**config.mk**
```make
export PLATFORM = sky130hd
export DESIGN_NAME = multicycle_control_fsm
export DESIGN_NICKNAME = d
export VERILOG_FILES = /design/src/rtl/riscv_ctrl_pkg.sv /design/src/rtl/mcycle_out_decode.sv /design/src/rtl/multicycle_control_fsm.sv
export SDC_FILE = /design/constraint.sdc
export NUM_CORES = 1
export LEC_CHECK = 0
export ABC_AREA = 0
export BUFFER_PORTS_ARGS = -buffer_cell sky130_fd_sc_hd__buf_4
export CAP_MARGIN = 20
export CORE_UTILIZATION = 40
export DETAILED_ROUTE_END_ITERATION = 8
export GPL_TIMING_DRIVEN = 0
export PLACE_DENSITY = 0.8
export SYNTH_ARGS = -nofsm -noshare
export SYNTH_HDL_FRONTEND = slang
export SYNTH_SLANG_ARGS = --single-unit
```
**constraint.sdc**
```tcl
create_clock -name clk -period 1.6 [get_ports clk]
set_input_delay 0 -clock clk [delete_from_list [all_inputs] [get_ports clk]]
set_output_delay 0 -clock clk [all_outputs]
set_load 0.02 [all_outputs]
```
**src/rtl/riscv_ctrl_pkg.sv**
```systemverilog
// Shared encodings for the multi-cycle RV32 control path: opcodes, mux selects,
// ALU operations and the sequencer state enum.
package riscv_ctrl_pkg;

  // Major opcodes understood by the sequencer
  localparam logic [6:0] OpLoad   = 7'b0000011;
  localparam logic [6:0] OpStore  = 7'b0100011;
  localparam logic [6:0] OpRtype  = 7'b0110011;
  localparam logic [6:0] OpItype  = 7'b0010011;
  localparam logic [6:0] OpBranch = 7'b1100011;
  localparam logic [6:0] OpJal    = 7'b1101111;
  localparam logic [6:0] OpLui    = 7'b0110111;

  // Immediate formats
  localparam logic [2:0] ImmI = 3'b000;
  localparam logic [2:0] ImmS = 3'b001;
  localparam logic [2:0] ImmB = 3'b010;
  localparam logic [2:0] ImmJ = 3'b011;
  localparam logic [2:0] ImmU = 3'b100;

  // ALU operations
  localparam logic [2:0] AluAdd   = 3'b000;
  localparam logic [2:0] AluSub   = 3'b001;
  localparam logic [2:0] AluFunct = 3'b111;

  // ALU A / B operand selects
  localparam logic [1:0] SrcAPc    = 2'b00;
  localparam logic [1:0] SrcAOldPc = 2'b01;
  localparam logic [1:0] SrcARs1   = 2'b10;
  localparam logic [1:0] SrcBRs2   = 2'b00;
  localparam logic [1:0] SrcBImm   = 2'b01;
  localparam logic [1:0] SrcBFour  = 2'b10;

  // Result mux selects
  localparam logic [1:0] ResAluOut    = 2'b00;
  localparam logic [1:0] ResMemData   = 2'b01;
  localparam logic [1:0] ResAluResult = 2'b10;
  localparam logic [1:0] ResImmExt    = 2'b11;

  typedef enum logic [3:0] {
    StFetch    = 4'd0,
    StDecode   = 4'd1,
    StMemAdr   = 4'd2,
    StMemRead  = 4'd3,
    StMemWb    = 4'd4,
    StMemWrite = 4'd5,
    StExecR    = 4'd6,
    StExecI    = 4'd7,
    StAluWb    = 4'd8,
    StBranch   = 4'd9,
    StJal      = 4'd10,
    StLui      = 4'd11,
    StTrap     = 4'd12
  } state_e;

  // Immediate format implied by an opcode; unknown opcodes fall back to I
  function automatic logic [2:0] imm_src_for(logic [6:0] op);
    logic [2:0] imm;
    case (op)
      OpStore:  imm = ImmS;
      OpBranch: imm = ImmB;
      OpJal:    imm = ImmJ;
      OpLui:    imm = ImmU;
      default:  imm = ImmI;
    endcase
    return imm;
  endfunction

endpackage

```
**src/rtl/mcycle_out_decode.sv**
```systemverilog
// Moore part of the sequencer: maps the current state to datapath controls.
// The opcode only selects the immediate format while the IR is being decoded
// and during address generation (load uses I, store uses S).
module mcycle_out_decode
  import riscv_ctrl_pkg::*;
(
  input  logic [3:0] state,
  input  logic [6:0] opcode,
  output logic       pc_write_uncond,
  output logic       adr_src,
  output logic       mem_read,
  output logic       mem_write,
  output logic       reg_write,
  output logic [2:0] imm_src,
  output logic [1:0] alu_src_a,
  output logic [1:0] alu_src_b,
  output logic [2:0] alu_op,
  output logic [1:0] result_src
);

  state_e st;
  assign st = state_e'(state);

  // State-to-control lookup, every output defaulted first
  always_comb begin
    pc_write_uncond = 1'b0;
    adr_src         = 1'b0;
    mem_read        = 1'b0;
    mem_write       = 1'b0;
    reg_write       = 1'b0;
    imm_src         = ImmI;
    alu_src_a       = SrcAPc;
    alu_src_b       = SrcBRs2;
    alu_op          = AluAdd;
    result_src      = ResAluOut;
    unique case (st)
      StFetch: begin
        mem_read   = 1'b1;
        alu_src_a  = SrcAPc;
        alu_src_b  = SrcBFour;
        alu_op     = AluAdd;
        result_src = ResAluResult;
      end
      StDecode: begin
        imm_src   = imm_src_for(opcode);
        alu_src_a = SrcAOldPc;
        alu_src_b = SrcBImm;
      end
      StMemAdr: begin
        imm_src   = imm_src_for(opcode);
        alu_src_a = SrcARs1;
        alu_src_b = SrcBImm;
      end
      StMemRead: begin
        adr_src  = 1'b1;
        mem_read = 1'b1;
      end
      StMemWb: begin
        result_src = ResMemData;
        reg_write  = 1'b1;
      end
      StMemWrite: begin
        adr_src   = 1'b1;
        mem_write = 1'b1;
      end
      StExecR: begin
        alu_src_a = SrcARs1;
        alu_src_b = SrcBRs2;
        alu_op    = AluFunct;
      end
      StExecI: begin
        alu_src_a = SrcARs1;
        alu_src_b = SrcBImm;
        alu_op    = AluFunct;
      end
      StAluWb: begin
        result_src = ResAluOut;
        reg_write  = 1'b1;
      end
      StBranch: begin
        alu_src_a  = SrcARs1;
        alu_src_b  = SrcBRs2;
        alu_op     = AluSub;
        result_src = ResAluOut;
      end
      StJal: begin
        alu_src_a       = SrcAOldPc;
        alu_src_b       = SrcBFour;
        alu_op          = AluAdd;
        result_src      = ResAluOut;
        pc_write_uncond = 1'b1;
      end
      StLui: begin
        imm_src    = ImmU;
        result_src = ResImmExt;
        reg_write  = 1'b1;
      end
      default: ;  // StTrap and unused codes: everything idle
    endcase
  end

endmodule

```
**src/rtl/multicycle_control_fsm.sv**
```systemverilog
// Multi-cycle RV32 sequencer: state register, next-state logic, sticky
// illegal-opcode flag and the memory-ready / branch Mealy gating.
module multicycle_control_fsm
  import riscv_ctrl_pkg::*;
(
  input  logic       clk,
  input  logic       rst_n,
  input  logic [6:0] opcode,
  input  logic [2:0] funct3,
  input  logic       zero,
  input  logic       mem_ready,
  output logic       pc_write,
  output logic       adr_src,
  output logic       mem_read,
  output logic       mem_write,
  output logic       ir_write,
  output logic       reg_write,
  output logic [2:0] imm_src,
  output logic [1:0] alu_src_a,
  output logic [1:0] alu_src_b,
  output logic [2:0] alu_op,
  output logic [1:0] result_src,
  output logic       illegal_op,
  output logic [3:0] state_dbg
);

  state_e state_q, state_d;
  logic   illegal_q, illegal_d;
  logic   pc_write_uncond;
  logic   mem_write_raw, reg_write_raw;
  logic   branch_taken;

  // State and sticky illegal flag; reset aborts the instruction immediately
  always_ff @(posedge clk or negedge rst_n) begin
    if (!rst_n) begin
      state_q   <= StFetch;
      illegal_q <= 1'b0;
    end else begin
      state_q   <= state_d;
      illegal_q <= illegal_d;
    end
  end

  // Next-state sequencing; memory states hold until mem_ready
  always_comb begin
    state_d = state_q;
    unique case (state_q)
      StFetch:    if (mem_ready) state_d = StDecode;
      StDecode: begin
        case (opcode)
          OpLoad, OpStore: state_d = StMemAdr;
          OpRtype:         state_d = StExecR;
          OpItype:         state_d = StExecI;
          OpBranch:        state_d = StBranch;
          OpJal:           state_d = StJal;
          OpLui:           state_d = StLui;
          default:         state_d = StTrap;
        endcase
      end
      StMemAdr:   state_d = (opcode == OpStore) ? StMemWrite : StMemRead;
      StMemRead:  if (mem_ready) state_d = StMemWb;
      StMemWb:    state_d = StFetch;
      StMemWrite: if (mem_ready) state_d = StFetch;
      StExecR:    state_d = StAluWb;
      StExecI:    state_d = StAluWb;
      StAluWb:    state_d = StFetch;
      StBranch:   state_d = StFetch;
      StJal:      state_d = StAluWb;
      StLui:      state_d = StFetch;
      StTrap:     state_d = StTrap;
      default:    state_d = StFetch;
    endcase
  end

  // Flag rises together with the TRAP entry so it is visible in TRAP's first cycle
  always_comb begin
    illegal_d = illegal_q | (state_d == StTrap);
  end

  mcycle_out_decode u_out_decode (
    .state           (state_q),
    .opcode          (opcode),
    .pc_write_uncond (pc_write_uncond),
    .adr_src         (adr_src),
    .mem_read        (mem_read),
    .mem_write       (mem_write_raw),
    .reg_write       (reg_write_raw),
    .imm_src         (imm_src),
    .alu_src_a       (alu_src_a),
    .alu_src_b       (alu_src_b),
    .alu_op          (alu_op),
    .result_src      (result_src)
  );

  // Mealy enables; rst_n gating keeps them low even while mem_ready is high in reset
  always_comb begin
    branch_taken = ((funct3 == 3'b000) && zero) || ((funct3 == 3'b001) && !zero);
    pc_write     = rst_n && (pc_write_uncond ||
                             ((state_q == StFetch) && mem_ready) ||
                             ((state_q == StBranch) && branch_taken));
    ir_write     = rst_n && (state_q == StFetch) && mem_ready;
    reg_write    = rst_n && reg_write_raw;
    mem_write    = rst_n && mem_write_raw;
  end

  assign illegal_op = illegal_q;
  assign state_dbg  = state_q;

endmodule

```
==> impl_metrics.ini <==
[status]
outcome = finished, final reports clean

[timing]
timing.fmax_mhz = 654
finalSetupViolCount = 0
setup_ws_ns = 0.0710
drv_slew = 0
fin_crit_ns = 1.53
whs_ns = 0.0518
slew_headroom_pct = 69.1
fin_tns_setup_ns = 0
skew_ns = 0.00206
finalCritPeriodShare_pct = 95.6
hold_violations = 0
tightest_slew_ns = 0.457

[placement]
place_ws_ns = -0.0940
io_buffers = 34
placed_cells = 165
place.gp.congestion = 0.841
postPlaceCellArea_um2 = 1040
dp_hpwl_um = 1670

[die]
io-pin-count = 37
initial_core_util_pct = 42.7
die_y_um = 45.2
core_area_um2 = 1750
fp.dieArea_um2 = 2040
die_x_um = 45.2
num_rows = 15

[cells_and_area]
final_area_um2 = 1150
drive_gt1_share_pct = 42.5
fin_util_pct = 65.8
layout-area-overhead-vs-synth_pct = 54.0
final_cell_count_no_fill = 171
nNetsFinal = 161
num_antenna_cells = 0
final_cell_mix = buf_4, nand2_1, nor2_1, a21oi_1
mostFrequentLayoutCell = buf_4

[drt]
wl_met3_um = 126
vias = 969
postRouteWirelength_um = 2350
wl_met1_um = 998
dr_wl_met2_um = 1160
drt_iter0_markers = 10
wl_per_cell_um = 13.8
drc = 0
vias_per_cell = 5.67
drt-pass1-iter-count = 4
postRouteAntennaNets = 0
highest_layer = met4

[worst_setup_path]
slowest_delay_ns = 0.44
startpoint = state_dbg[3]
cp-start-kind = register
required_ns = 1.60
worst-path-max-fanout = 10
path_buf_inv = 2
cp-end-kind = output port
cpLargestDelayFamily = flip-flops
path_class = reg2out
cp_cell_sequence = buf_6, and2_4, a21oi_2, o22ai_1, and3b_1, buf_4
r2r_setup_slack_ns = 0.08
worstPathArrival_ns = 1.53
crit_slowest_cell = dfrtp_2
r2r-start = state_dbg[1]

[clock_tree]
htree_num_levels = 1
cts_buffers = 3
clkLatencyLatePin_ns = 0.25
cts.sinks = 5
cts_tree = yes
clk_pin_slew_ns = 0.04
clockBufferDepth = 2
root_buffer = clkbuf_4

[pwr]
power_density_nw_per_um2 = 1290
finalPower_mw = 1.49
peakVddDrop_mv = 0.678
leakage_nw = 0.516

[grt]
grt_max_degree = 12
grt_pass1_wl_um = 3600
grt_usage_pct = 24.2
antenna_found_initial = 0
grt_pass1_vias = 860
grt_overflow = 0

[logic_synthesis]
yosysSeqAreaShare_pct = 16.8
ys_ff_latch = 5
async_flop_share_pct = 100
synth_cells = 106
yosysWarningCount = 0
synth_cell_types = 45
synth_ff_type = dfrtp_1
synth_area_um2 = 746
synth_edf_count = 0
syn_area_per_cell_um2 = 7.04
syn-num-nets = 120

[min_path]
hp-class = in2reg
hp-start = opcode[1]

[run]
cap_violations = 0
## cell families (layout without fill, tap and decap cells)
group	count (synthesis)	in the layout	synth area share, %
AO/OA/AOI/OAI	29	29	27.4
XOR/XNOR	2	2	2.35
buffers and inverters	14	54	8.72
flip-flops	5	5	16.8
multiplexers	1	1	1.34
AND/OR/NAND/NOR	55	55	43.5
## per-layer routing
metal	track usage, %	vias to the layer above
met5	0	-
met4	14.5	0
met3	2.80	7
met2	44.6	42
met1	26.1	444
li1	-	476
## sequential cells by signal (all words and copies together) (netlist names)
register,count
state_dbg,4
illegal_op,1
## worst reg2reg max path: stages, from the launching register on
cell	delay, ns
dfrtp_2	0.45
buf_4	0.16
nor2b_1	0.14
o311ai_1	0.34
o41a_1	0.23
a31o_1	0.14
## synth_stat cells (2+ instances only)
library cell   n  area [um2]
a21boi_0       3        22.5
a21oi_1        6        30.0
and3b_1        3        26.3
clkbuf_1       7        26.3
dfrtp_1        5         125
inv_1          4        15.0
nand2_1       12        45.0
nand3_1        2        10.0
nor2_1        10        37.5
nor2b_1        5        31.3
nor3_1         3        15.0
nor3b_1        2        15.0
nor4_1         2        12.5
o211ai_1       4        30.0
o21ai_0        4        20.0
o22ai_1        2        12.5
o311ai_0       2        17.5
or3_1          2        12.5
xnor2_1        2        17.5
## path summary, 6_finish.rpt
check,cells after the start,end
worst max-delay path,6,pc_write
worst min-delay path,3,state_dbg[1]
worst max register to register,5,illegal_op
worst min register to register,1,illegal_op
max in group asynchronous,2,state_dbg[2]
min in group asynchronous,2,state_dbg[3]
## cell type report
| class | count | area (um2) |
|---|---|---|
| buffer | 8 | 63.8 |
| clock buffer | 4 | 26.3 |
| fill | 174 | 597 |
| inverter | 4 | 15.0 |
| multi-input combinational | 87 | 596 |
| sequential | 5 | 129 |
| tap | 25 | 31.3 |
| timing repair buffer | 38 | 288 |
## report_power, final
| part | internal (mW) | switching, mW | total, mW | leakage [nW] |
|---|---|---|---|---|
| clock | 0.0946 | 0.0570 | 0.152 | 0.0150 |
| combinational | 0.481 | 0.620 | 1.10 | 0.443 |
| sequential | 0.171 | 0.0621 | 0.234 | 0.0579 |
## repair_timing
item,CTS,global route
hold endpoints to repair,5,0
setup buffers,2,1
endpoints found under the setup margin,15,7
pin swaps,0,0
gates resized for setup,13,12
hold buffers,1,0
(Power assumes the default switching activity.)
